<file path="config.mk">
export PLATFORM = sky130hd
export DESIGN_NAME = aes_kat_runner
export DESIGN_NICKNAME = d
export VERILOG_FILES = /design/src/rtl/aes_kat_runner.sv
export SDC_FILE = /design/constraint.sdc
export NUM_CORES = 2
export LEC_CHECK = 0
export BUFFER_PORTS_ARGS = -buffer_cell sky130_fd_sc_hd__buf_2
export CAP_MARGIN = 20
export CORE_MARGIN = 2
export CORE_UTILIZATION = 31
export CTS_BUF_LIST = sky130_fd_sc_hd__clkbuf_4
export CTS_CLUSTER_DIAMETER = 120
export CTS_CLUSTER_SIZE = 40
export DETAILED_ROUTE_END_ITERATION = 16
export PLACE_DENSITY = 0.53
export SYNTH_ARGS = -nofsm -noshare
export SYNTH_HDL_FRONTEND = slang
export SYNTH_SLANG_ARGS = --single-unit
</file>
<file path="constraint.sdc">
create_clock -name clk -period 37.8 [get_ports clk]
set_clock_uncertainty 0.1 [all_clocks]
set_input_delay 1.89 -clock clk [delete_from_list [all_inputs] [get_ports clk]]
set_output_delay 1.89 -clock clk [all_outputs]
set_load 0.05 [all_outputs]
</file>
<file path="src/rtl/aes_kat_runner.sv">
// aes_kat_runner: AES known-answer-test sequencer.
// Stores DEPTH key/plaintext/ciphertext vectors, feeds each one to an external
// cipher core, compares the core result against the stored ciphertext and
// reports pass/fail counts plus the index of the first failing vector.
// Optional feature: define AES_KAT_TIMEOUT_EN to bound each core wait to
// TIMEOUT cycles (a timed-out vector counts as a fail and sets timeout_err).
module aes_kat_runner #(
    parameter int DEPTH   = 8,
    parameter int AW      = 3,
    parameter int TIMEOUT = 64
) (
    input  logic           clk,
    input  logic           rst,
    input  logic           wr_en,
    input  logic [AW-1:0]  wr_addr,
    input  logic [127:0]   wr_key,
    input  logic [127:0]   wr_pt,
    input  logic [127:0]   wr_ct,
    input  logic [AW:0]    num_vec,
    input  logic           start,
    output logic           busy,
    output logic           done,
    output logic [AW:0]    pass_cnt,
    output logic [AW:0]    fail_cnt,
    output logic [AW:0]    first_fail,
    output logic           core_ld,
    output logic [127:0]   core_key,
    output logic [127:0]   core_text_in,
    input  logic           core_done,
    input  logic [127:0]   core_text_out,
    output logic           timeout_err
);

    typedef enum logic [2:0] {
        S_IDLE,
        S_LOAD,
        S_WAIT,
        S_CHECK,
        S_FINISH
    } state_t;

    localparam logic [AW:0] NV_MAX = (AW+1)'(DEPTH);

    // Elaboration-time parameter sanity checks.
    if (DEPTH < 1 || DEPTH > 256 || (1 << AW) < DEPTH) begin : g_bad_depth
        $error("aes_kat_runner: DEPTH/AW out of range");
    end
    if (TIMEOUT < 2 || TIMEOUT > 65535) begin : g_bad_timeout
        $error("aes_kat_runner: TIMEOUT out of range");
    end

    state_t        r_state;
    logic [127:0]  r_key_mem [DEPTH];
    logic [127:0]  r_pt_mem  [DEPTH];
    logic [127:0]  r_ct_mem  [DEPTH];
    logic [AW:0]   r_nv;
    logic [AW:0]   r_idx;
    logic [127:0]  r_result;

    logic          w_wr;
    logic          w_bypass0;
    logic [AW:0]   w_nv;
    logic [AW:0]   w_idx_nxt;
    logic [127:0]  w_key0;
    logic [127:0]  w_pt0;
    logic [127:0]  w_keyn;
    logic [127:0]  w_ptn;
    logic          w_match;
    logic          w_pass;

    assign w_wr      = wr_en && (r_state == S_IDLE);
    assign w_nv      = (num_vec > NV_MAX) ? NV_MAX : num_vec;
    assign w_idx_nxt = r_idx + (AW+1)'(1);
    // Entry 0 is fetched on the same edge a simultaneous write lands, so
    // forward the write data to make it visible to the run.
    assign w_bypass0 = w_wr && (wr_addr == '0);
    assign w_key0    = w_bypass0 ? wr_key : r_key_mem[0];
    assign w_pt0     = w_bypass0 ? wr_pt  : r_pt_mem[0];
    assign w_keyn    = r_key_mem[w_idx_nxt[AW-1:0]];
    assign w_ptn     = r_pt_mem[w_idx_nxt[AW-1:0]];
    assign w_match   = (r_result == r_ct_mem[r_idx[AW-1:0]]);

`ifdef AES_KAT_TIMEOUT_EN
    localparam logic [15:0] TMO_LAST = 16'(TIMEOUT - 1);
    logic [15:0] r_wcnt;
    logic        r_tmo;
    logic        r_tmo_err;
    assign w_pass      = w_match && !r_tmo;
    assign timeout_err = r_tmo_err;
`else
    assign w_pass      = w_match;
    assign timeout_err = 1'b0;
`endif

    // Vector buffer: not reset, writable only while idle.
    always_ff @(posedge clk) begin
        if (w_wr) begin
            r_key_mem[wr_addr] <= wr_key;
            r_pt_mem[wr_addr]  <= wr_pt;
            r_ct_mem[wr_addr]  <= wr_ct;
        end
    end

    // Run sequencer with registered outputs.
    always_ff @(posedge clk or posedge rst) begin
        if (rst) begin
            r_state      <= S_IDLE;
            busy         <= 1'b0;
            done         <= 1'b0;
            core_ld      <= 1'b0;
            core_key     <= '0;
            core_text_in <= '0;
            pass_cnt     <= '0;
            fail_cnt     <= '0;
            first_fail   <= '1;
            r_nv         <= '0;
            r_idx        <= '0;
            r_result     <= '0;
`ifdef AES_KAT_TIMEOUT_EN
            r_wcnt       <= '0;
            r_tmo        <= 1'b0;
            r_tmo_err    <= 1'b0;
`endif
        end else begin
            done    <= 1'b0;
            core_ld <= 1'b0;
            case (r_state)
                S_IDLE: begin
                    if (start) begin
                        busy       <= 1'b1;
                        pass_cnt   <= '0;
                        fail_cnt   <= '0;
                        first_fail <= '1;
                        r_nv       <= w_nv;
                        r_idx      <= '0;
`ifdef AES_KAT_TIMEOUT_EN
                        r_tmo_err  <= 1'b0;
`endif
                        if (w_nv == '0) begin
                            r_state <= S_FINISH;
                        end else begin
                            core_ld      <= 1'b1;
                            core_key     <= w_key0;
                            core_text_in <= w_pt0;
                            r_state      <= S_LOAD;
                        end
                    end
                end
                S_LOAD: begin
`ifdef AES_KAT_TIMEOUT_EN
                    r_wcnt <= '0;
                    r_tmo  <= 1'b0;
`endif
                    r_state <= S_WAIT;
                end
                S_WAIT: begin
                    if (core_done) begin
                        r_result <= core_text_out;
                        r_state  <= S_CHECK;
                    end
`ifdef AES_KAT_TIMEOUT_EN
                    else if (r_wcnt == TMO_LAST) begin
                        r_tmo     <= 1'b1;
                        r_tmo_err <= 1'b1;
                        r_state   <= S_CHECK;
                    end else begin
                        r_wcnt <= r_wcnt + 16'd1;
                    end
`endif
                end
                S_CHECK: begin
                    if (w_pass) begin
                        pass_cnt <= pass_cnt + (AW+1)'(1);
                    end else begin
                        fail_cnt <= fail_cnt + (AW+1)'(1);
                        if (first_fail == '1) begin
                            first_fail <= r_idx;
                        end
                    end
                    r_idx <= w_idx_nxt;
                    if (w_idx_nxt == r_nv) begin
                        r_state <= S_FINISH;
                    end else begin
                        core_ld      <= 1'b1;
                        core_key     <= w_keyn;
                        core_text_in <= w_ptn;
                        r_state      <= S_LOAD;
                    end
                end
                S_FINISH: begin
                    done    <= 1'b1;
                    busy    <= 1'b0;
                    r_state <= S_IDLE;
                end
                default: r_state <= S_IDLE;
            endcase
        end
    end

endmodule

</file>
# Word-level counts from Yosys, hierarchy flattened
# Memories as Yosys holds them, arrays and structs flattened.
# Cells that the tools add are included.
# op_classes
order_cmp,1
n_eq_ne,14
n_reduce_logical,16
add_sub_neg,3
mux,35
# ops
op,count
128-bit two-way mux,8
128-bit case mux with 2 select lines,2
128-bit equality test,1
4-bit case mux with 2 select lines,4
4-bit two-way mux,7
2-bit inequality test (second input constant),7
4-bit by 1-bit adder with 4-bit output (second input constant),3
3-bit two-way mux,4
3-bit case mux with 4 select lines,1
2-bit AND reduction,5
4-bit AND reduction,2
1-bit two-way mux,7
3-bit by 2-bit equality test with 1-bit output (second input constant),2
3-bit logical NOT,2
3-bit AND reduction,2
4-bit equality test,1
4-bit equality test (second input constant),1
4-bit greater-than comparator (second input constant),1
4-bit logical NOT,1
1-bit case mux with 2 select lines,2
2-bit nonzero test,2
3-bit by 1-bit equality test with 1-bit output (second input constant),1
3-bit equality test (second input constant),1
1-bit logical AND,2
# totals
reg_bits,410
output_inout_bits,272
mem_count,3
input_bits,524
wordCells,84
mem_bits_rw,3072
# mem_list
name,depth,word_bits,rd,rd_ports_with_merged_regs,wr,line,source
r_ct_mem,8,128,1,0,1,55,logic [127:0] r_ct_mem [DEPTH];
r_key_mem,8,128,2,0,1,53,logic [127:0] r_key_mem [DEPTH];
r_pt_mem,8,128,2,0,1,54,logic [127:0] r_pt_mem [DEPTH];

# Logic depth before layout (Yosys ltp)
# depth
depth_word,7
depth_mapped,15
ltp_nobuf,9

# Worst setup path after synthesis
# Ideal clock, no wire load.
# synth_path
path_type,input to register
from,input port wr_addr[1]
to,memory r_ct_mem[1][0] (enable)
t_required_ps,36093
setup_ps,1607
path_buffers,0
cell_stages,1
arrival_ps,28202
slack_ps,7892
cell_sequence,nor3_1
# synth_lines
item,line,source
from (decl),15,"input logic [AW-1:0] wr_addr,"
to (decl),55,
# Straight into the memory's write port.

# Worst setup path after layout
# layout_path
from,register r_idx[1]
to,register pass_cnt[2]
# layout_between
elab_chain_len,4
# layout_lines
item,line,source
from (decl),57,logic [AW:0] r_idx;
from (signal assigned),180,r_idx <= w_idx_nxt;
memory read 8 x 128 bit,--,
128-bit equality test,81,assign w_match = (r_result == r_ct_mem[r_idx[AW-1:0]]);
2-bit inequality test (no source line),--,
3-bit AND reduction (no source line),--,
to (signal assigned),173,pass_cnt <= pass_cnt + (AW+1)'(1);
to (decl),23,"output logic [AW:0] pass_cnt,"
# No other way between the ends.
# A chain may end at the register's enable or synchronous reset.

==> reports/summary.txt <==
Post-Synthesis Cells: 7,081
Final global-route overflow total: 0
Clock transition at the registers of the reported paths: 0.40 ns
Post-route DRC: 0
Deepest clock path buffer count: 4
Util after Layout: 34.02%
Die area: 0.4448 mm^2
DP Worst Slack: 30.48 ns
DR vias: 67.52k
Worst R2R End: pass_cnt[2]$_DFFE_PP0P_
DRT iter0 DRCs: 6,029
HPWL after detailed placement: 210.7 mm
Peak Freq: 137.8 MHz
Crit-path most repeated cell: buf_4
First-pass GRT wire length: 505.9 mm
Depth of the most critical reg-to-reg path: 14
Worst endpoint required time: 39.04 ns
Vias per inst: 4.946
Netlist Area Pre-Place: 0.1362 mm^2
Final cell count without fillers: 13.65k
Peak supply drop: 0.06858 mV
RSZ-0062 raised after global routing: false
Cell area after placement: 0.1471 mm^2
CTS tree: yes
Area growth syn-to-layout: 9.330%
Worst min path class: input port to flip-flop
Most common cell after layout, fill and taps aside: edfxtp_1
Worst setup EP type: flip-flop
Yosys cell types: 52
CP max stage delay: 0.92 ns
CP Max Fanout: 51
Drt wl/cell: 25.81 um
Cts hold-fix bufs: 1
CP delay by family, top: buffers and inverters
TritonRoute pass-1 iters: 8
CP bufs+invs: 5
Post-CTS sizing: 0
Row count: 243
CP arrival: 8.50 ns
Sink count of the clock tree: 3,482
Avg Inst Size Synth: 19.24 um^2
Final worst slack: 30.54 ns
Starting Density: 31.12%
Clock Root Buffer: clkbuf_4
Chip width: 666.9 um
Area of the multi-input gates: 0.03199 mm^2
Fin crit period: 7.257 ns
Crit-path cells: buf_4 > buf_4 > buf_4 > buf_4 > mux4_2 > mux2i_1 > xor2_1 > nand4_1 > nor4_1 > nand4_1 > nor4_4 > buf_4 > a21oi_1 > or3_1
Overall global routing resource usage: 15.40%
Final instance area: 0.1489 mm^2
Port bufs: 794
Layout fillers: 41.49k
Core ar.: 0.4378 mm^2
Clock latency at the later pin of the worst-skew pair: 1.62 ns
Fin Setup TNS: 0 ns
CTS Buf Count: 108
Final period utilization: 19.20%
Die height: 666.9 um
Pwr dens: 64.94 mW/mm^2
Layout cells sized above 1: 29.30%
Reg area: 0.1025 mm^2
Final slew viol count: 0
Tightest Pin Transition: 1.060 ns
Final nets: 8,247
RR Startpoint: r_idx[1]$_DFFE_PP0P_
Final WL: 352.4 mm
LEAKAGE: 0.04762 uW
Status: finished, final reports clean
Worst relative slew slack: 29.32%
Startpoint types: flip-flop
Post-route ant nets: 0
Postcts setup bufs: 0
Post-synth EDFFs: 3,072
H-tree levels: 3
Net Count, Synth: 7,608
Most frequently used flop master after synthesis: edfxtp_1
Worst R2R Setup Slack: 30.54 ns
CP Depth: 14
Synth top area cells: edfxtp_1 (68%), mux4_2 (12%), dfrtp_1 (7.5%)
Seq/Total Area, Yosys: 75.25%
Initial antenna violation count: 221
Synthesized flop and latch total: 3,482
Yosys top cell by area: edfxtp_1
Hold Crit Depth: 1
MaxCap Viol Count: 0
Synth warnings: 0
Vias in the first global route: 69.11k
Critical path launch point: r_idx[1]$_DFFE_PP0P_
Setup Crit Path Kind: flip-flop to flip-flop
I/O pin count: 796
GP Congestion: 0.7549
Largest net degree at the start of global routing: 170
Highest-delay cell along the critical path: dfrtp_4
Final hold vios: 0
Final Setup Violations: 0
Worst Setup EP: pass_cnt[2]$_DFFE_PP0P_
Most frequent cells in the layout: edfxtp_1 (3,072), nand2_1 (801), buf_2 (795)
Synth top area share: 67.71%
FFs w/ async S/R, synth: 11.77%
# placed instances: 13.37k
-- logic make-up after synthesis --
logic type	after synthesis	share of synthesized area (%)
flops	3482	75.25
simple gates	1186	3.702
fa+ha+maj	3	0.02756
other cells	1	0.002753
xor+xnor	121	0.7779
buf+inv	416	1.374
mux	1292	16.66
compound gates	580	2.205
-- where the power goes --
| group | leakage [uW] | internal [uW] | total, uW | switching (uW) |
|---|---|---|---|---|
| Clock | 0.000944 | 229 | 1320 | 1090 |
| Combinational | 0.0140 | 1320 | 3580 | 2260 |
| Sequential | 0.0327 | 4530 | 4770 | 237 |
| Total | 0.0476 | 6080 | 9670 | 3590 |
-- sequential cells by signal, summed over array words and instances, names as in the netlist, 4 cells and up --
signal / count
core_key: 128
core_text_in: 128
fail_cnt: 4
first_fail: 4
pass_cnt: 4
r_ct_mem: 1024
r_idx: 4
r_key_mem: 1024
r_nv: 4
r_pt_mem: 1024
r_result: 128
-- cell type report --
cell class / count / share of cell area, %
Tap cell: 5757 / 4.836
Timing Repair Buffer: 940 / 3.572
Sequential cell: 3482 / 68.84
Clock inverter: 29 / 0.2814
Multi-Input combinational cell: 3183 / 21.48
Inverter: 5 / 0.01764
Clock buffer: 164 / 0.8266
Antenna cell: 92 / 0.1546
-- metrics by stage --
| step | total power, uW | hold slack (ns) |
|---|---|---|
| finish | 9672 | 0.4113 |
| global route | 10200 | 0.2272 |
| detailed placement | 8526 | 0.3654 |
| CTS | 9839 | 0.1131 |
| floorplan | 7471 | 0.3586 |
| global placement | 8502 | 0.3607 |
-- worst min-delay path by stage --
| stage | startpoint | endpoint | slack [ns] |
|---|---|---|---|
| final | wr_key[100] | r_key_mem[2][100]$_DFFE_PP_ | 0.41 |
| after global routing | core_text_out[4] | r_result[4]$_DFFE_PP0P_ | 0.23 |
| after CTS | wr_pt[127] | r_pt_mem[0][127]$_DFFE_PP_ | 0.11 |
| after detailed placement | core_key[125]$_DFFE_PP0P_ | core_key[125]$_DFFE_PP0P_ | 0.37 |
| after global placement | core_key[51]$_DFFE_PP0P_ | core_key[51]$_DFFE_PP0P_ | 0.36 |
| after floorplan | r_nv[1]$_DFFE_PP0P_ | r_nv[1]$_DFFE_PP0P_ | 0.36 |
-- cell usage after synthesis, drive strengths merged (2+ instances only) --
cell type  number
nand3b          6
nor2b           4
ha              3
nand2b          3
mux2          385
and2            3
o21ai         527
xnor2          32
and3           10
inv             5
and4            2
xor2           89
clkbuf        229
a21oi          15
a31oi           3
a211o           2
dfrtp         406
nor3            6
edfxtp       3072
nand2         801
nand4          21
a22o            6
nor2           31
mux4          742
a22oi          19
nor3b           4
nor4           16
or3             6
nand3         266
or2             2
dfstp           4
mux2i         165
buf           182
o22ai           2
-- layer usage --
layer / vias up / track usage, % / part of all wire, %
li1: 29310 / - / -
met1: 35930 / 20.02 / 42
met4: 148 / 4.160 / 2.8
met5: - / 0 / 0.27
met2: 1625 / 25.59 / 49
met3: 511 / 3.915 / 6.9
Note: power is estimated with default switching activity, not from simulation.
